==> config.mk <==
export PLATFORM = sky130hd
export DESIGN_NAME = tqvp_pwm_fade_ctrl
export DESIGN_NICKNAME = d
export VERILOG_FILES = /design/src/rtl/tqvp_pwm_fade_pkg.sv /design/src/rtl/tqvp_pwm_fade_chan.sv /design/src/rtl/tqvp_pwm_fade_ctrl.sv
export SDC_FILE = /design/constraint.sdc
export NUM_CORES = 1
export LEC_CHECK = 0
export ABC_AREA = 1
export ABC_CLOCK_PERIOD_IN_PS = 2300
export CORE_UTILIZATION = 35
export CTS_BUF_LIST = sky130_fd_sc_hd__clkbuf_16
export CTS_CLUSTER_DIAMETER = 80
export CTS_CLUSTER_SIZE = 28
export DETAILED_ROUTE_END_ITERATION = 10
export HOLD_SLACK_MARGIN = 0.03
export PLACE_DENSITY_LB_ADDON = 0.1
export SYNTH_ARGS = -nofsm -noshare
export SYNTH_HDL_FRONTEND = slang
export SYNTH_SLANG_ARGS = --single-unit
==> constraint.sdc <==
create_clock -name clk -period 2.3 [get_ports clk]
set_input_delay 0.46 -clock clk [delete_from_list [all_inputs] [get_ports clk]]
set_output_delay 0.46 -clock clk [all_outputs]
set_load 0.01 [all_outputs]
==> src/rtl/tqvp_pwm_fade_pkg.sv <==
// Shared definitions for the four-channel PWM fade controller.
// Latency: n/a (constants and one combinational helper).
// Backpressure: n/a.
//
// Contents: register address map, ctrl bit positions, period wrap value and
// the saturating step-toward-target helper used by every channel.
package tqvp_pwm_fade_pkg;

  localparam logic [3:0] ADDR_TARGET0  = 4'd0;
  localparam logic [3:0] ADDR_TARGET1  = 4'd1;
  localparam logic [3:0] ADDR_TARGET2  = 4'd2;
  localparam logic [3:0] ADDR_TARGET3  = 4'd3;
  localparam logic [3:0] ADDR_CURRENT0 = 4'd4;
  localparam logic [3:0] ADDR_CURRENT1 = 4'd5;
  localparam logic [3:0] ADDR_CURRENT2 = 4'd6;
  localparam logic [3:0] ADDR_CURRENT3 = 4'd7;
  localparam logic [3:0] ADDR_RATE     = 4'd8;
  localparam logic [3:0] ADDR_CTRL     = 4'd9;
  localparam logic [3:0] ADDR_STATUS   = 4'd10;
  localparam logic [3:0] ADDR_DONE     = 4'd11;

  localparam int CTRL_ENABLE_BIT  = 0;
  localparam int CTRL_INSTANT_BIT = 1;

  // Last count value of a PWM period; the counter runs 0..PWM_WRAP.
  localparam logic [7:0] PWM_WRAP = 8'hFE;

  // Move cur one step toward tgt without passing it. Comparisons are done
  // at 9 bits so cur+step can never wrap past 255.
  function automatic logic [7:0] step_toward(input logic [7:0] cur,
                                             input logic [7:0] tgt,
                                             input logic [8:0] step);
    logic [8:0] c9;
    logic [8:0] t9;
    logic [7:0] res;
    c9  = {1'b0, cur};
    t9  = {1'b0, tgt};
    res = cur;
    if (c9 < t9) begin
      res = ((c9 + step) < t9) ? (cur + step[7:0]) : tgt;
    end else if (c9 > t9) begin
      res = (c9 > (t9 + step)) ? (cur - step[7:0]) : tgt;
    end
    return res;
  endfunction

endpackage

==> src/rtl/tqvp_pwm_fade_chan.sv <==
// One fade channel: live level register, step/clamp toward target, PWM compare.
// Latency: level updates on the tick edge; pwm is registered, one cycle after count.
// Backpressure: none; ld and tick are single-cycle strobes, ld wins over tick.
//
// Ports: clk/rst (sync, active-high); en = block enable; tick = ramp step
// strobe; ld/ld_val = instant level load; tgt = target level; count = shared
// period counter; cur = live level; pwm = registered output; reached = this
// tick lands the level exactly on tgt.
module tqvp_pwm_fade_chan
  import tqvp_pwm_fade_pkg::*;
#(
  parameter int STEP = 1
) (
  input  logic       clk,
  input  logic       rst,
  input  logic       en,
  input  logic       tick,
  input  logic       ld,
  input  logic [7:0] ld_val,
  input  logic [7:0] tgt,
  input  logic [7:0] count,
  output logic [7:0] cur,
  output logic       pwm,
  output logic       reached
);

  localparam logic [8:0] STEP9 = 9'(STEP);

  logic [7:0] cur_q, cur_d;
  logic [7:0] stepped;
  logic       pwm_q, pwm_d;

  always_comb begin
    stepped = step_toward(cur_q, tgt, STEP9);
    cur_d   = cur_q;
    if (ld) begin
      cur_d = ld_val;
    end else if (tick) begin
      cur_d = stepped;
    end
    // count tops out at 254, so level 255 is high for the whole period.
    pwm_d   = en && (count < cur_q);
    reached = tick && !ld && (cur_q != tgt) && (stepped == tgt);
  end

  always_ff @(posedge clk) begin
    if (rst) begin
      cur_q <= '0;
      pwm_q <= 1'b0;
    end else begin
      cur_q <= cur_d;
      pwm_q <= pwm_d;
    end
  end

  assign cur = cur_q;
  assign pwm = pwm_q;

endmodule

==> src/rtl/tqvp_pwm_fade_ctrl.sv <==
// Four-channel PWM fade controller for the TinyQV peripheral bus.
// Latency: register writes take effect next cycle; reads are combinational; outputs registered.
// Backpressure: none; every bus write is accepted in its cycle.
//
// Ports: clk, rst (sync, active-high); ui_in reserved; uo_out = {0, done_any,
// all_idle, period_start, pwm[3:0]}; address/data_write/data_in = register
// write port; data_out = combinational read of address.
// Optional build macro PWM_FADE_DONE_FLAGS_EN adds sticky per-channel done
// flags at address 11 and their OR on uo_out[6].
module tqvp_pwm_fade_ctrl
  import tqvp_pwm_fade_pkg::*;
#(
  parameter int NUM_CH = 4,
  parameter int STEP   = 1
) (
  input  logic       clk,
  input  logic       rst,
  input  logic [7:0] ui_in,
  output logic [7:0] uo_out,
  input  logic [3:0] address,
  input  logic       data_write,
  input  logic [7:0] data_in,
  output logic [7:0] data_out
);

  logic [NUM_CH-1:0][7:0] target_q, target_d;
  logic [7:0]             rate_q, rate_d;
  logic [1:0]             ctrl_q, ctrl_d;
  logic [7:0]             count_q, count_d;
  logic [7:0]             presc_q, presc_d;
  logic                   start_q, start_d;
  logic                   idle_q, idle_d;

  logic [NUM_CH-1:0][7:0] cur;
  logic [NUM_CH-1:0]      pwm;
  logic [NUM_CH-1:0]      reached;
  logic [NUM_CH-1:0]      ld;
  logic [NUM_CH-1:0]      status;
  logic                   enable, instant, period_end, tick;
  logic                   done_out;
  logic [7:0]             done_rd;

  logic unused_ui;
  assign unused_ui = ^ui_in;

  assign enable     = ctrl_q[CTRL_ENABLE_BIT];
  assign instant    = ctrl_q[CTRL_INSTANT_BIT];
  assign period_end = enable && (count_q == PWM_WRAP);
  assign tick       = period_end && (presc_q == rate_q);

  always_comb begin
    target_d = target_q;
    rate_d   = rate_q;
    ctrl_d   = ctrl_q;
    ld       = '0;
    status   = '0;
    if (data_write) begin
      if (address == ADDR_RATE) rate_d = data_in;
      if (address == ADDR_CTRL) ctrl_d = data_in[1:0];
    end
    for (int i = 0; i < NUM_CH; i++) begin
      if (data_write && (address == ADDR_TARGET0 + 4'(i))) begin
        target_d[i] = data_in;
        ld[i]       = instant;
      end
      status[i] = (cur[i] != target_q[i]);
    end

    // Disabled: counter and prescaler sit at 0 so re-enable starts cleanly.
    count_d = '0;
    presc_d = '0;
    if (enable) begin
      count_d = period_end ? 8'd0 : count_q + 8'd1;
      presc_d = presc_q;
      if (period_end) begin
        // A rate below the current prescaler lets it run on and wrap at 255.
        presc_d = tick ? 8'd0 : presc_q + 8'd1;
      end
    end

    start_d = period_end;
    idle_d  = ~|status;
  end

  always_ff @(posedge clk) begin
    if (rst) begin
      target_q <= '0;
      rate_q   <= '0;
      ctrl_q   <= '0;
      count_q  <= '0;
      presc_q  <= '0;
      start_q  <= 1'b0;
      idle_q   <= 1'b0;
    end else begin
      target_q <= target_d;
      rate_q   <= rate_d;
      ctrl_q   <= ctrl_d;
      count_q  <= count_d;
      presc_q  <= presc_d;
      start_q  <= start_d;
      idle_q   <= idle_d;
    end
  end

  // Channels see the pre-write target, so a tick coinciding with a
  // non-instant target write still steps toward the old value.
  for (genvar g = 0; g < NUM_CH; g++) begin : g_chan
    tqvp_pwm_fade_chan #(.STEP(STEP)) u_chan (
      .clk     (clk),
      .rst     (rst),
      .en      (enable),
      .tick    (tick),
      .ld      (ld[g]),
      .ld_val  (data_in),
      .tgt     (target_q[g]),
      .count   (count_q),
      .cur     (cur[g]),
      .pwm     (pwm[g]),
      .reached (reached[g])
    );
  end

`ifdef PWM_FADE_DONE_FLAGS_EN
  logic [NUM_CH-1:0] done_q, done_d;
  logic [NUM_CH-1:0] done_clr;
  logic              done_any_q, done_any_d;

  always_comb begin
    done_clr   = (data_write && (address == ADDR_DONE)) ? data_in[NUM_CH-1:0] : '0;
    // Set after clear so a same-cycle arrival is never lost.
    done_d     = (done_q & ~done_clr) | reached;
    done_any_d = |done_d;
  end

  always_ff @(posedge clk) begin
    if (rst) begin
      done_q     <= '0;
      done_any_q <= 1'b0;
    end else begin
      done_q     <= done_d;
      done_any_q <= done_any_d;
    end
  end

  assign done_out = done_any_q;
  assign done_rd  = {{(8-NUM_CH){1'b0}}, done_q};
`else
  logic unused_reached;
  assign unused_reached = |reached;
  assign done_out       = 1'b0;
  assign done_rd        = 8'h00;
`endif

  always_comb begin
    data_out = '0;
    case (address)
      ADDR_RATE:   data_out = rate_q;
      ADDR_CTRL:   data_out = {6'b0, ctrl_q};
      ADDR_STATUS: data_out = {{(8-NUM_CH){1'b0}}, status};
      ADDR_DONE:   data_out = done_rd;
      default: begin
        for (int i = 0; i < NUM_CH; i++) begin
          if (address == ADDR_TARGET0 + 4'(i))  data_out = target_q[i];
          if (address == ADDR_CURRENT0 + 4'(i)) data_out = cur[i];
        end
      end
    endcase
  end

  assign uo_out = {1'b0, done_out, idle_q, start_q, pwm};

endmodule

# Word level (Yosys, flattened, before mapping)
# Cells that the tools add are included.
# word_totals
reg_bits,96
out_inout_bits,16
# op_classes
add_sub_neg,18
order_cmp,20
n_eq_ne,17
muxes,38
bitwise,1
reduce_logical,29
# op_table
cell,n
$mux W8,33
$add A8 B1 Y9 const B,8
$lt A8 B8 Y1,8
$add A8 B1 Y8 const B,6
$gt A8 B9 Y1,4
$lt A9 B8 Y1,4
$gt A8 B8 Y1,4
$ne A8 B8 Y1,4
$pmux W8 S4,1
$sub A8 B1 Y8 const B,4
$eq A4 B3 Y1 const B,4
$eq A4 B4 Y1 const B,4
$reduce_and A2 Y1,6
$reduce_bool A3 Y1,4
$logic_and A1 B1 Y1,10
$eq A4 B2 Y1 const B,2
$eq A8 B8 Y1,1
$eq A8 B8 Y1 const B,1
$reduce_bool A2 Y1,4
$eq A4 B1 Y1 const B,1
$logic_not A4 Y1,1
$mux W1,4
$reduce_or A4 Y1,1
$reduce_or A3 Y1,1
other kinds (3),3

# Logic depth before layout (Yosys ltp)
# depth
ltp_word,10
ltp_mapped,18
depth_no_buf,18

# Cells and area by module
# From an unflattened synthesis, not the netlist that was laid out.
# unflattened
hier_cells,1920
area_unflattened_um2,12057.8
# modules_own_cells
mod,instances,cells_each,area_each_um2,seq_area_each_um2
tqvp_pwm_fade_chan at g_chan[1].u_chan ...,2,339,2083.2,180.2
tqvp_pwm_fade_ctrl,1,580,3743.6,1201.2
tqvp_pwm_fade_chan at g_chan[0].u_chan,1,334,2138.3,180.2
tqvp_pwm_fade_chan at g_chan[2].u_chan,1,328,2009.4,180.2

# Worst setup path before layout
# OpenSTA, ideal clock, no wires.
# synth_timing
path_kind,register to register
startpoint,register g_chan[0].u_chan.cur_q[0]
endpoint,register g_chan[0].u_chan.cur_q[2]
setup_ps,109
arrival_time_ps,2367
required_time_ps,2191
slack_ps,-176
path_stages_with_launch,17
synth_period_minus_slack_ps,2476
cell_sequence,dfxtp_1 -> ha_1 -> nand2_1 -> nor2_4 -> nand3_1 -> xor2_1 -> inv_1 -> ha_1 -> a21oi_1 -> o21ai_2 -> nor2_4 -> nand2_2 -> or2_0 -> nand2_1 -> nand3_1 -> nand2_1 -> inv_1
# synth_between
elab_chain_cells,6
# synth_rtl
element,line_no,rtl
from (decl),tqvp_pwm_fade_chan.sv:29,"logic [7:0] cur_q, cur_d;"
from (signal assigned),tqvp_pwm_fade_chan.sv:51,cur_q <= cur_d;
"$add A8 B1 Y9, or another cell as far along",tqvp_pwm_fade_pkg.sv:40,res = ((c9 + step) < t9) ? (cur + step[7:0]) : tgt;
$lt A9 B8 Y1 / $mux W8 (equally long branches),"tqvp_pwm_fade_pkg.sv:40, tqvp_pwm_fade_pkg.sv:42",
"$mux W8, on equally long branches","tqvp_pwm_fade_pkg.sv:40, tqvp_pwm_fade_pkg.sv:41",
$mux W8,tqvp_pwm_fade_pkg.sv:39,if (c9 < t9) begin
$mux W8,tqvp_pwm_fade_chan.sv:38,end else if (tick) begin
$mux W8,tqvp_pwm_fade_chan.sv:36,if (ld) begin
# Several ways; a longest one is shown, not always the timed one. The select of a mux whose other input is x is not followed.
# A chain may end at the register's enable or synchronous reset.

# Worst setup path in the final report
# layout_timing
startpoint,register g_chan[1].u_chan.cur_q[0]
endpoint,output port data_out[1]
# layout_between
elab_chain_cells,2
# layout_rtl
element,line_no,rtl
from (decl),tqvp_pwm_fade_chan.sv:29,
from (signal assigned),tqvp_pwm_fade_chan.sv:51,
$ne A8 B8 Y1,n/a,
$pmux W8 S4,tqvp_pwm_fade_ctrl.sv:156,case (address)
to (decl),tqvp_pwm_fade_ctrl.sv:23,output logic [7:0] data_out
# No other way between the ends.

==> impl_metrics.tcl <==
set metrics [dict create \
    ir_drop_uv 286 \
    slowest_delay_ns 0.38 \
    drive_above_1_share 0.423 \
    fin_nets 2138 \
    placed_area_mm2 0.0132 \
    fillers 2812 \
    cts-buffers-inserted 9 \
    vias_per_cell 5.08 \
    path_depth 8 \
    grt_pass1_vias 11712 \
    syn_area_mm2 0.0102 \
    status "finished, violations left" \
    fin_setup_tns_ns -6.24 \
    io_pins 39 \
    cp-start-kind "register" \
    reg2reg_depth 17 \
    power_density_mw_per_mm2 272 \
    coreArea_mm2 0.0287 \
    cts-root-buf "clkbuf_16" \
    seq_power_share 0.385 \
    grt_pass1_wl_mm 64.6 \
    min_delay_path_depth 2 \
    fmax_mhz 385 \
    area_growth_pct 56.4 \
    finalCritPeriodShare 1.13 \
    cts_hold_buf 0 \
    num_rows 62 \
    grt_overflow 0 \
    routed_wl_mm 42.1 \
    cpLargestDelayFamily "simple AND/OR/NAND/NOR gates" \
    grt_max_degree 20 \
    async_reset_ff_frac 0 \
    antenna_found_initial 1 \
    start_util 0.357 \
    stdcell_area_mm2 0.0160 \
    hold_viol 0 \
    ctsHtreeMaxLevel 3 \
    failed_checks "negative setup slack" \
    hpwlAfterDp_mm 31.4 \
    max_cap_violations 0 \
    p_int_mw 2.95 \
    synth_area_per_cell_um2 6.38 \
    synth.distinct_cells 46 \
    n_antenna_cell 0 \
    worst_slack_ns -0.299 \
    drt_iter0_markers 810 \
    clock_sinks 96 \
    netlist_instances 1604 \
    swShare 0.323 \
    ys.warnings.count 0 \
    cp_max_fo 2 \
    synth_flop_cell "dfxtp_1" \
    vias 12022 \
    grt_setup_unrepaired "true" \
    leakage_nw 7.65 \
    die_x_um 173 \
    avgRoutedWirePerCell_um 17.8 \
    place_congestion 0.903 \
    clk_latency_ns 0.37 \
    min_path_type "register to register" \
    slew_viol_final 0 \
    ys_ff_latch 96 \
    synth_edf_count 0 \
    die_area_mm2 0.0299 \
    crit_required_ns 1.84 \
    setup_violations 37 \
    track_usage 0.278 \
    p_clk_frac 0.372 \
    io_buffers 28 \
    crit_chain "inv_1 > ha_4 > nor4_2 > buf_4 > nor2_2 > a221oi_2 > nand4_1 > buf_2" \
    route.detailed.drc 0 \
    path_class "register to primary output" \
    crit_path_top_delay_cell "dfxtp_2" \
    clockBufferDepth 2 \
    die_h_um 173 \
    skew_ns 0.0120 \
    clk_pin_slew_ns 0.08 \
    seq_area_frac_synth 0.188 \
    antenna_left 0 \
    end_kind "primary output" \
    arrival_ns 2.14 \
    p_sw_mw 1.41 \
    power.share.combinational 0.243 \
    cp_num_buf_inv 3 \
    cts_tree "done" \
    drt-pass1-iter-count 6 \
    period_needed_ns 2.60 \
]
-- registers in the layout, indices dropped and copies added (netlist names) --
register,flops
count_q,8
ctrl_q,2
g_chan.u_chan.cur,32
g_chan.u_chan.pwm,4
idle_q,1
presc_q,8
rate_q,8
start_q,1
target_q,32
-- final cells by class --
cell class / instances / area, µm² / area share
Multi-Input combinational cell: 1249 / 9120 / 0.570
Sequential cell: 96 / 2020 / 0.126
Inverter: 225 / 876 / 0.0547
Clock buffer: 9 / 225 / 0.0141
Timing Repair Buffer: 394 / 3200 / 0.200
Timing Repair inverter: 1 / 3.75 / 0.000234
Clock inverter: 7 / 80.1 / 0.00500
Tap cell: 384 / 480 / 0.0300
-- worst min-delay path, stage by stage (launching register included) --
cell and delay [ns]:
dfxtp_1 0.33, ha_1 0.12, nor2_1 0.04
-- logic make-up (layout without fill, tap and decap cells) --
family          after synthesis  count (layout)  synth area share
buf+inv                     262             636             0.101
xor+xnor                     70              70            0.0599
compound gates              249             249             0.134
fa+ha+maj                   139             139             0.170
simple gates                787             789             0.347
flops                        96              96             0.188
other cells                   1               2          0.000366
-- cell usage in the layout (no fill, tap or decap), types with 17 or more instances in the layout --
| master | instances |
|---|---|
| dfxtp_1 | 45 |
| nor2_1 | 83 |
| xor2_2 | 17 |
| nand3_1 | 130 |
| nand4_1 | 18 |
| xor2_1 | 38 |
| ha_4 | 34 |
| a21oi_2 | 24 |
| nand3_2 | 77 |
| buf_4 | 320 |
| inv_2 | 53 |
| a21oi_1 | 115 |
| buf_6 | 41 |
| nand2_2 | 54 |
| dfxtp_2 | 37 |
| nor2_2 | 28 |
| o21ai_0 | 53 |
| nand2_4 | 18 |
| nand2_1 | 302 |
| ha_1 | 105 |
| nor2_4 | 18 |
| inv_1 | 154 |
-- final timing paths --
| check | start | to | slack, ns |
|---|---|---|---|
| worst min-delay path | count_q[1] | count_q[1] | 0.53 |
| worst min register to register | count_q[1] | count_q[1] | 0.53 |
| worst max-delay path | g_chan[1].u_chan.cur[0] | data_out[1] | -0.30 |
| worst max register to register | target_q[0] | g_chan[0].u_chan.cur[5] | -0.26 |
-- layer usage --
metal  up-vias  GRT usage  wire (µm)
li1       6058          -          -
met1      5588      0.381      19600
met2       311      0.457      19500
met3        65     0.0325       1990
met4         0     0.0774       1070
met5         -          0          0
-- stage by stage --
step | hold slack (ns) | power [mW] | util | worst slack [ns] | instances
2_1_floorplan | 0.450 | 2.18 | - | -0.00920 | 1605
3_3_place_gp | 0.492 | 2.58 | 0.462 | -0.969 | 2285
3_5_place_dp | 0.505 | 2.58 | 0.462 | -0.981 | 2285
4_1_cts | 0.512 | 4.31 | 0.529 | -0.378 | 2341
5_1_grt | 0.537 | 4.55 | 0.558 | -0.398 | 2365
6_report | 0.527 | 4.36 | 0.558 | -0.299 | 2365
-- cell usage after synthesis (2+ instances only) --
| cell type | n | area [µm²] |
|---|---|---|
| clkbuf_1 | 20 | 75.1 |
| nand2_1 | 361 | 1360 |
| a21o_1 | 8 | 60.1 |
| inv_2 | 16 | 60.1 |
| o21ai_0 | 60 | 300 |
| xor2_1 | 55 | 482 |
| o21ai_2 | 2 | 17.5 |
| nand2_2 | 13 | 81.3 |
| o22ai_1 | 7 | 43.8 |
| buf_1 | 2 | 7.51 |
| nor2_1 | 111 | 417 |
| ha_1 | 139 | 1740 |
| xnor2_1 | 15 | 131 |
| o2111ai_1 | 8 | 70.1 |
| nand3b_1 | 8 | 60.1 |
| buf_2 | 2 | 10.0 |
| a21boi_0 | 3 | 22.5 |
| clkinv_1 | 13 | 48.8 |
| nor4_1 | 9 | 56.3 |
| a21oi_1 | 139 | 696 |
| o211ai_1 | 5 | 37.5 |
| o31ai_1 | 2 | 15.0 |
| buf_4 | 12 | 90.1 |
| o21a_1 | 4 | 30.0 |
| dfxtp_1 | 96 | 1920 |
| nand4_1 | 18 | 113 |
| o21ai_1 | 2 | 10.0 |
| o221ai_1 | 4 | 35.0 |
| or2_2 | 6 | 37.5 |
| nand3_1 | 213 | 1070 |
| nor2_4 | 8 | 90.1 |
| inv_1 | 196 | 736 |
| nor3_1 | 19 | 95.1 |
| nor3b_1 | 3 | 22.5 |
| nand3b_2 | 4 | 45.0 |
| nor2_2 | 10 | 62.6 |
| a211oi_1 | 2 | 15.0 |
-- power groups by stage --
stage	combinational (mW)	clock (mW)	sequential [mW]
after floorplan	0.455	0	1.73
after detailed placement	0.849	0	1.73
final	1.06	1.62	1.68
after CTS	0.983	1.65	1.68
after global placement	0.847	0	1.73
after global routing	1.15	1.71	1.68
-- repair_timing --
action	4_1_cts	5_1_grt
setup endpoints to repair	40	40
cloned	1	2
pin swaps	184	138
hold endpoints to repair	0	0
buffers inserted	39	22
resized for setup	371	162
Power figures use the tool's default switching activity.
